<file path="config.mk">
export PLATFORM = sky130hd
export DESIGN_NAME = la_dsync_filter
export DESIGN_NICKNAME = d
export VERILOG_FILES = /design/src/rtl/la_dsync_pkg.sv /design/src/rtl/gf180mcu_fd_sc_mcu9t5v0__dffrnq_1.sv /design/src/rtl/la_dsync_filter_ch.sv /design/src/rtl/la_dsync_filter.sv
export SDC_FILE = /design/constraint.sdc
export NUM_CORES = 1
export LEC_CHECK = 0
export ABC_AREA = 1
export CAP_MARGIN = 10
export CELL_PAD_IN_SITES_DETAIL_PLACEMENT = 1
export CELL_PAD_IN_SITES_GLOBAL_PLACEMENT = 1
export CORE_AREA = 5 5 42 44
export CTS_CLUSTER_SIZE = 14
export DETAILED_ROUTE_END_ITERATION = 7
export DIE_AREA = 0 0 47 49
export PLACE_DENSITY_LB_ADDON = 0.1
export SYNTH_ARGS = -nofsm -noshare
export SYNTH_HDL_FRONTEND = slang
export SYNTH_SLANG_ARGS = --single-unit
export TNS_END_PERCENT = 100
</file>
<file path="constraint.sdc">
create_clock -name clk -period 1.6 [get_ports clk]
set_clock_uncertainty 0.15 [all_clocks]
set_input_delay 0.16 -clock clk [delete_from_list [all_inputs] [get_ports clk]]
set_output_delay 0.16 -clock clk [all_outputs]
set_load 0.01 [all_outputs]
</file>
<file path="src/rtl/la_dsync_pkg.sv">
// Shared constants and helpers for the la_dsync_filter synchroniser/filter block.
package la_dsync_pkg;

    localparam int LA_DSYNC_MIN_STAGES = 2;

    // Filter counter width; never below 1 so a degenerate filter still elaborates.
    function automatic int cnt_width(input int filter);
        int w;
        w = $clog2(filter + 1);
        return (w < 1) ? 1 : w;
    endfunction

endpackage

</file>
<file path="src/rtl/gf180mcu_fd_sc_mcu9t5v0__dffrnq_1.sv">
// Behavioural stand-in for the gf180mcu DFF with active-low async reset; the cell library replaces it in implementation.
module gf180mcu_fd_sc_mcu9t5v0__dffrnq_1 (
    input  logic D,
    input  logic RN,
    input  logic CLK,
    output logic Q
);

    always_ff @(posedge CLK or negedge RN) begin
        if (!RN) Q <= 1'b0;
        else     Q <= D;
    end

endmodule

</file>
<file path="src/rtl/la_dsync_filter_ch.sv">
// One channel of la_dsync_filter: stability counter, filtered level, edge pulses and busy flag.
module la_dsync_filter_ch
    import la_dsync_pkg::*;
#(
    parameter int   FILTER = 4,
    parameter logic RSTVAL = 1'b0
) (
    input  logic clk,
    input  logic reset,
    input  logic i_s,
    output logic o_out,
    output logic o_rise,
    output logic o_fall,
    output logic o_busy
);

    logic w_out;
    logic r_out_q;

    generate
        if (FILTER == 0) begin : g_bypass
            assign w_out  = i_s;
            assign o_busy = 1'b0;
        end else begin : g_filt
            localparam int CW = cnt_width(FILTER);
            logic [CW-1:0] r_cnt;
            logic          r_out;

            // Any return of s to the current level aborts a pending transition.
            always_ff @(posedge clk or posedge reset) begin
                if (reset) begin
                    r_cnt <= '0;
                    r_out <= RSTVAL;
                end else if (i_s == r_out) begin
                    r_cnt <= '0;
                end else if (r_cnt == CW'(FILTER - 1)) begin
                    r_out <= i_s;
                    r_cnt <= '0;
                end else begin
                    r_cnt <= r_cnt + CW'(1);
                end
            end

            assign w_out  = r_out;
            assign o_busy = |r_cnt;
        end
    endgenerate

    always_ff @(posedge clk or posedge reset) begin
        if (reset) r_out_q <= RSTVAL;
        else       r_out_q <= w_out;
    end

    assign o_out  = w_out;
    assign o_rise = w_out & ~r_out_q;
    assign o_fall = ~w_out & r_out_q;

endmodule

</file>
<file path="src/rtl/la_dsync_filter.sv">
// Multi-channel synchroniser + glitch filter + edge detect.
// Optional LA_DSYNC_FILTER_SIM_RND_EN (simulation only) adds 0/+1 cycle metastability jitter.
module la_dsync_filter
    import la_dsync_pkg::*;
#(
    parameter string            PROP   = "DEFAULT",
    parameter int               WIDTH  = 1,
    parameter int               STAGES = 2,
    parameter int               FILTER = 4,
    parameter logic [WIDTH-1:0] RSTVAL = '0
) (
    input  logic             clk,
    input  logic             reset,
    input  logic [WIDTH-1:0] in,
    output logic [WIDTH-1:0] out,
    output logic [WIDTH-1:0] rise,
    output logic [WIDTH-1:0] fall,
    output logic [WIDTH-1:0] busy
);

    generate
        if (STAGES < LA_DSYNC_MIN_STAGES) begin : g_bad_stages
            $error("la_dsync_filter: STAGES must be >= 2");
        end
        if (WIDTH < 1) begin : g_bad_width
            $error("la_dsync_filter: WIDTH must be >= 1");
        end
        if (PROP == "") begin : g_bad_prop
            $error("la_dsync_filter: PROP must name a property set");
        end
    endgenerate

    logic                          w_rst_n;
    wire  [WIDTH-1:0][STAGES-1:0]  w_chain;
    logic [WIDTH-1:0]              w_last;
    logic [WIDTH-1:0]              w_s;

    assign w_rst_n = ~reset;

    // The reset-to-0 cells hold data XORed with RSTVAL, so reset yields RSTVAL.
    genvar gi, gk;
    generate
        for (gi = 0; gi < WIDTH; gi++) begin : g_bit
            for (gk = 0; gk < STAGES; gk++) begin : g_stage
                if (gk == 0) begin : g_first
                    gf180mcu_fd_sc_mcu9t5v0__dffrnq_1 u_sync (
                        .D   (in[gi] ^ RSTVAL[gi]),
                        .RN  (w_rst_n),
                        .CLK (clk),
                        .Q   (w_chain[gi][gk])
                    );
                end else begin : g_next
                    gf180mcu_fd_sc_mcu9t5v0__dffrnq_1 u_sync (
                        .D   (w_chain[gi][gk-1]),
                        .RN  (w_rst_n),
                        .CLK (clk),
                        .Q   (w_chain[gi][gk])
                    );
                end
            end
            assign w_last[gi] = w_chain[gi][STAGES-1];
        end
    endgenerate

`ifdef LA_DSYNC_FILTER_SIM_RND_EN
    logic [WIDTH-1:0] r_extra;
    logic [WIDTH-1:0] r_pick;

    always_ff @(posedge clk or posedge reset) begin
        if (reset) begin
            r_extra <= '0;
            r_pick  <= '0;
        end else begin
            r_extra <= w_last;
            for (int i = 0; i < WIDTH; i++) r_pick[i] <= 1'({$random} % 2);
        end
    end

    assign w_s = ((r_pick & r_extra) | (~r_pick & w_last)) ^ RSTVAL;
`else
    assign w_s = w_last ^ RSTVAL;
`endif

    generate
        for (gi = 0; gi < WIDTH; gi++) begin : g_ch
            la_dsync_filter_ch #(
                .FILTER (FILTER),
                .RSTVAL (RSTVAL[gi])
            ) u_ch (
                .clk    (clk),
                .reset  (reset),
                .i_s    (w_s[gi]),
                .o_out  (out[gi]),
                .o_rise (rise[gi]),
                .o_fall (fall[gi]),
                .o_busy (busy[gi])
            );
        end
    endgenerate

endmodule

</file>
### After elaboration in Yosys (flattened, before gate mapping)

Cells that the tools add are included.

* register bits: 7

* eq/ne operators: 2
* $add $sub $neg: 1
* bitwise operators: 5
* muxes and demuxes: 2
* reduce and logical (&&, ||, !) cells: 2

Operator list (number)
* $mux 3: 2
* $add 3x1->3 const B: 1
* $eq 3x2->1 const B: 1
* $not 1->1: 3
* $reduce_or 3->1: 1
* $and 1x1->1: 2
* $reduce_and 2->1: 1
* $eq 1x1->1: 1

### Longest topological paths before layout

* depth in word-level cells: 3
* gate-level depth with buffers: 4

### Hierarchy

A second synthesis with hierarchy kept.

* cell total of the unflattened synthesis: 34
* area total of the unflattened synthesis: 300.3 µm²

By module, submodules not included
* la_dsync_filter_ch: seq. area each 125.1 µm², cells an instance 31, times used 1, area each 246.5 µm²
* gf180mcu_fd_sc_mcu9t5v0__dffrnq_1: seq. area each 25.0 µm², cells an instance 1, times used 2, area each 25.0 µm²
* la_dsync_filter: seq. area each 0.0 µm², cells an instance 1, times used 1, area each 3.8 µm²

### Worst setup path before layout

OpenSTA, ideal clock, no wires.

* path type: reg-to-reg
* from: reg g_ch[0].u_ch.g_filt.r_cnt[0]
* to: reg g_ch[0].u_ch.g_filt.r_cnt[0]
* path slack: 607 ps
* stages on the path, launching flop included: 5
* data arrival time: 772 ps
* path through: dfrtp_1 ha_1 nand2_1 nand2_1 nor2_1

* cells in the longest elaborated chain, start to end: 3

RTL lines
* from (decl): RTL line la_dsync_filter_ch.sv:26 `logic [CW-1:0] r_cnt;`
* from (signal assigned): RTL line la_dsync_filter_ch.sv:40 `r_cnt <= r_cnt + CW'(1);`
* $add 3x1->3 or $eq 3x2->1 (tied branches): RTL line la_dsync_filter_ch.sv:40, la_dsync_filter_ch.sv:36
* $mux 3 (*): RTL line la_dsync_filter_ch.sv:36 `end else if (r_cnt == CW'(FILTER - 1)) begin`
* $mux 3 (*): RTL line la_dsync_filter_ch.sv:34 `end else if (i_s == r_out) begin`

Every way passes the cells marked *; elsewhere a longest branch is shown, timed or not.
A chain may end at the register's enable or synchronous reset.

### Worst setup path after layout

* from: reg g_ch[0].u_ch.g_filt.r_out
* to: out out

RTL lines
* from (decl): RTL line la_dsync_filter_ch.sv:27 `logic r_out;`
* from (signal assigned): RTL line la_dsync_filter_ch.sv:37 `r_out <= i_s;`
* to (decl): RTL line la_dsync_filter.sv:15 `output logic [WIDTH-1:0] out,`

No word-level cell between the ends.

==> run metrics <==
Synth top area share=0.591; maximum fanout along the worst path=4; area delta synth->final=37.6%; failing checks=negative hold slack; H-tree levels=1; Switching Fraction=0.341; vias in the first global route=216; Synth Warn #=0; CTS Hold Bufs=0; post-synthesis area per instance=8.99 µm²; Fin Setup TNS=0 ns; Clock Sinks=7; P_int=0.443 mW; CTS tree=yes; worst reg2reg path depth=4; synthesized area=297 µm²; Die X=47 µm; Vias=230; crit path from=g_ch[0].u_ch.o_out$_DFFE_PP0P_; IO buf count=6; detailed-route DRC error count=0; Final Net Count=50; CP required=1.29 ns; first-pass iteration count of the detailed router=2; Tot GR Track Use=0.0639; WP data arrival=1.18 ns; Sw Pwr=0.229 mW; Routed Wire Length=574 µm; Synth area leaders=dfrtp_1 (59%), inv_1 (10%), nand2_1 (8.9%); # diodes=0; max frequency=669 MHz; Critical Path End Type=output port; Avg WL per Cell=9.57 µm; DRT iter0 DRCs=6; Logic pwr share=0.375; Util after Layout=0.291; Seq pwr share=0.384; ANT nets after route=0; critical-path cell list=clkdlybuf4s50_1; startpoint types=flop; Die ar.=2300 µm²; Top delay family on crit path=buffers and inverters; latest clock arrival within the worst-skew pair=0.25 ns; max-slew violations=0; detailed placement HPWL=418 µm; clock network power share=0.240; worst min path class=primary input to async pin; status=complete, but fails checks; pin count of the biggest net entering global routing=8; peak supply drop=0.444 mV; WP buf/inv=1; Yosys reg bits=7; power per cell area=1650 nW/µm²; slew margin rel.=0.811; stages on the worst setup path=1; cts bufs inserted=3; Crit-path slowest cell=clkdlybuf4s50_1; worst setup path end=out; fill cell count=180; Fin. Hold Viols=7; max-cap violations=0; synth cell count leaders=inv_1 (8), dfrtp_1 (7), nand2_1 (7), nor2_1 (5); Initial Util=0.212; Post-Layout Cell Count=60; gp weighted congestion=0.713; root buf cell=clkbuf_4; Mapped Cells=33; LEAKAGE=0.220 nW; worst hold slack=-0.00720 ns; overall power after layout=0.672 mW; Tmin final=1.49 ns; post-synth cell types=8; Via density=3.83; Worst-path clk slew=0.05 ns; Worst-Margin Slew=0.283 ns; DIE HEIGHT=49 µm; first-pass GRT wire length=924 µm; most common cell in the netlist=inv_1; reg2reg end=g_ch[0].u_ch.g_filt.r_cnt[0]$_DFF_PP0_; post-route cell area=408 µm²; Worst R2R Setup Slack=0.56 ns; DP Cell Count=55; core area=1400 µm²; Post-synth EDFFs=0; sequential-to-total area share from yosys stat=0.591; biggest cell delay along the critical path=0.54 ns; RSZ-0062 raised after global routing=false; grt ovf=0; Synth Flop Type=dfrtp_1; Worst R2R Start=g_ch[0].u_ch.g_filt.r_cnt[0]$_DFF_PP0_; Clock Path Buffers=2; # setup viols final=0; CP Class=flop to output port; ratio of cells with drive above 1 in the final layout=0.182; area leader, netlist=dfrtp_1; row cnt=14; crit share post-route=0.934; Post-DP Area=377 µm²; I/O pins=7; fraction of registers with async set/reset=1.00; initial antenna violation count=0; synthesized net count=38
==> routing by layer <==
layer | wire, µm | GRT usage | share of wire
met2 | 308 | 0.0769 | 0.54
met3 | 35 | 0.0332 | 0.061
met4 | 12 | 0.0691 | 0.021
met1 | 218 | 0.0721 | 0.38
met5 | 0 | 0 | 0
==> power by group through the flow <==
stage	Combinational, mW	Clock, mW	Sequential (mW)
floorplan	0.136	0	0.261
global placement	0.259	0	0.260
detailed placement	0.265	0	0.265
CTS	0.262	0.174	0.260
global route	0.282	0.182	0.267
finish	0.253	0.161	0.259
==> cell type report <==
type	instances	area, µm²	share of cell area
tap	16	20.0	0.0491
sequential	7	176	0.433
multi-input combinational	17	87.6	0.215
timing repair buffer	7	63.8	0.156
clock buffer	4	26.3	0.0644
inverter	9	33.8	0.0828
==> worst reg2reg max path: cells and delay by family (launching register included) <==
| kind | cells | cell delay, ns |
|---|---|---|
| DFF | 1 | 0.38 |
| adders and majority gates | 1 | 0.23 |
| and+or+nand+nor | 3 | 0.23 |
==> state kept, by name, summed over array words and instances (netlist names) <==
name	cells
g_ch.u_ch.g_filt.r_cnt	3
g_ch.u_ch.r_out_q	1
g_bit.g_stage.g_first.u_sync.Q	1
g_bit.g_stage.g_next.u_sync.Q	1
g_ch.u_ch.o_out	1
==> worst min path at each step <==
stage	to	slack [ns]	cells past startpoint
after floorplan	g_bit[0].g_stage[0].g_first.u_sync.Q$_DFF_PP0_	-0.19	1
after global placement	g_bit[0].g_stage[1].g_next.u_sync.Q$_DFF_PP0_	0.19	0
after detailed placement	g_bit[0].g_stage[1].g_next.u_sync.Q$_DFF_PP0_	0.19	0
after CTS	g_ch[0].u_ch.g_filt.r_cnt[0]$_DFF_PP0_	0.003	2
after global routing	g_ch[0].u_ch.g_filt.r_cnt[0]$_DFF_PP0_	0.02	2
final	g_ch[0].u_ch.g_filt.r_cnt[0]$_DFF_PP0_	-0.007	2
==> logic make-up after synthesis <==
kind of cell / share of synthesized area
buffers and inverters: 0.114
adders and majority gates: 0.0844
DFF: 0.591
and+or+nand+nor: 0.211
==> metrics by stage <==
step	hold slack (ns)	setup WS, ns
finish	-0.00720	0.105
global route	0.0194	0.0561
CTS	0.00299	0.0822
detailed placement	0.188	0.112
global placement	0.186	0.135
floorplan	-0.187	0.607
==> timing repair <==
| item | 4_1_cts | 5_1_grt |
|---|---|---|
| buffers inserted | 1 | 0 |
| endpoints found under the setup margin | 4 | 0 |
| gates resized for setup | 4 | 0 |
==> cell usage in the layout, fill, tap and decap left out, drive strengths merged <==
| cell | count |
|---|---|
| clkbuf | 4 |
| nor2 | 5 |
| nand2 | 9 |
| inv | 9 |
| dlygate4sd2 | 3 |
| nand3 | 1 |
| clkdlybuf4s50 | 3 |
| buf | 1 |
| dfrtp | 7 |
| ha | 2 |
(Power assumes the default switching activity.)
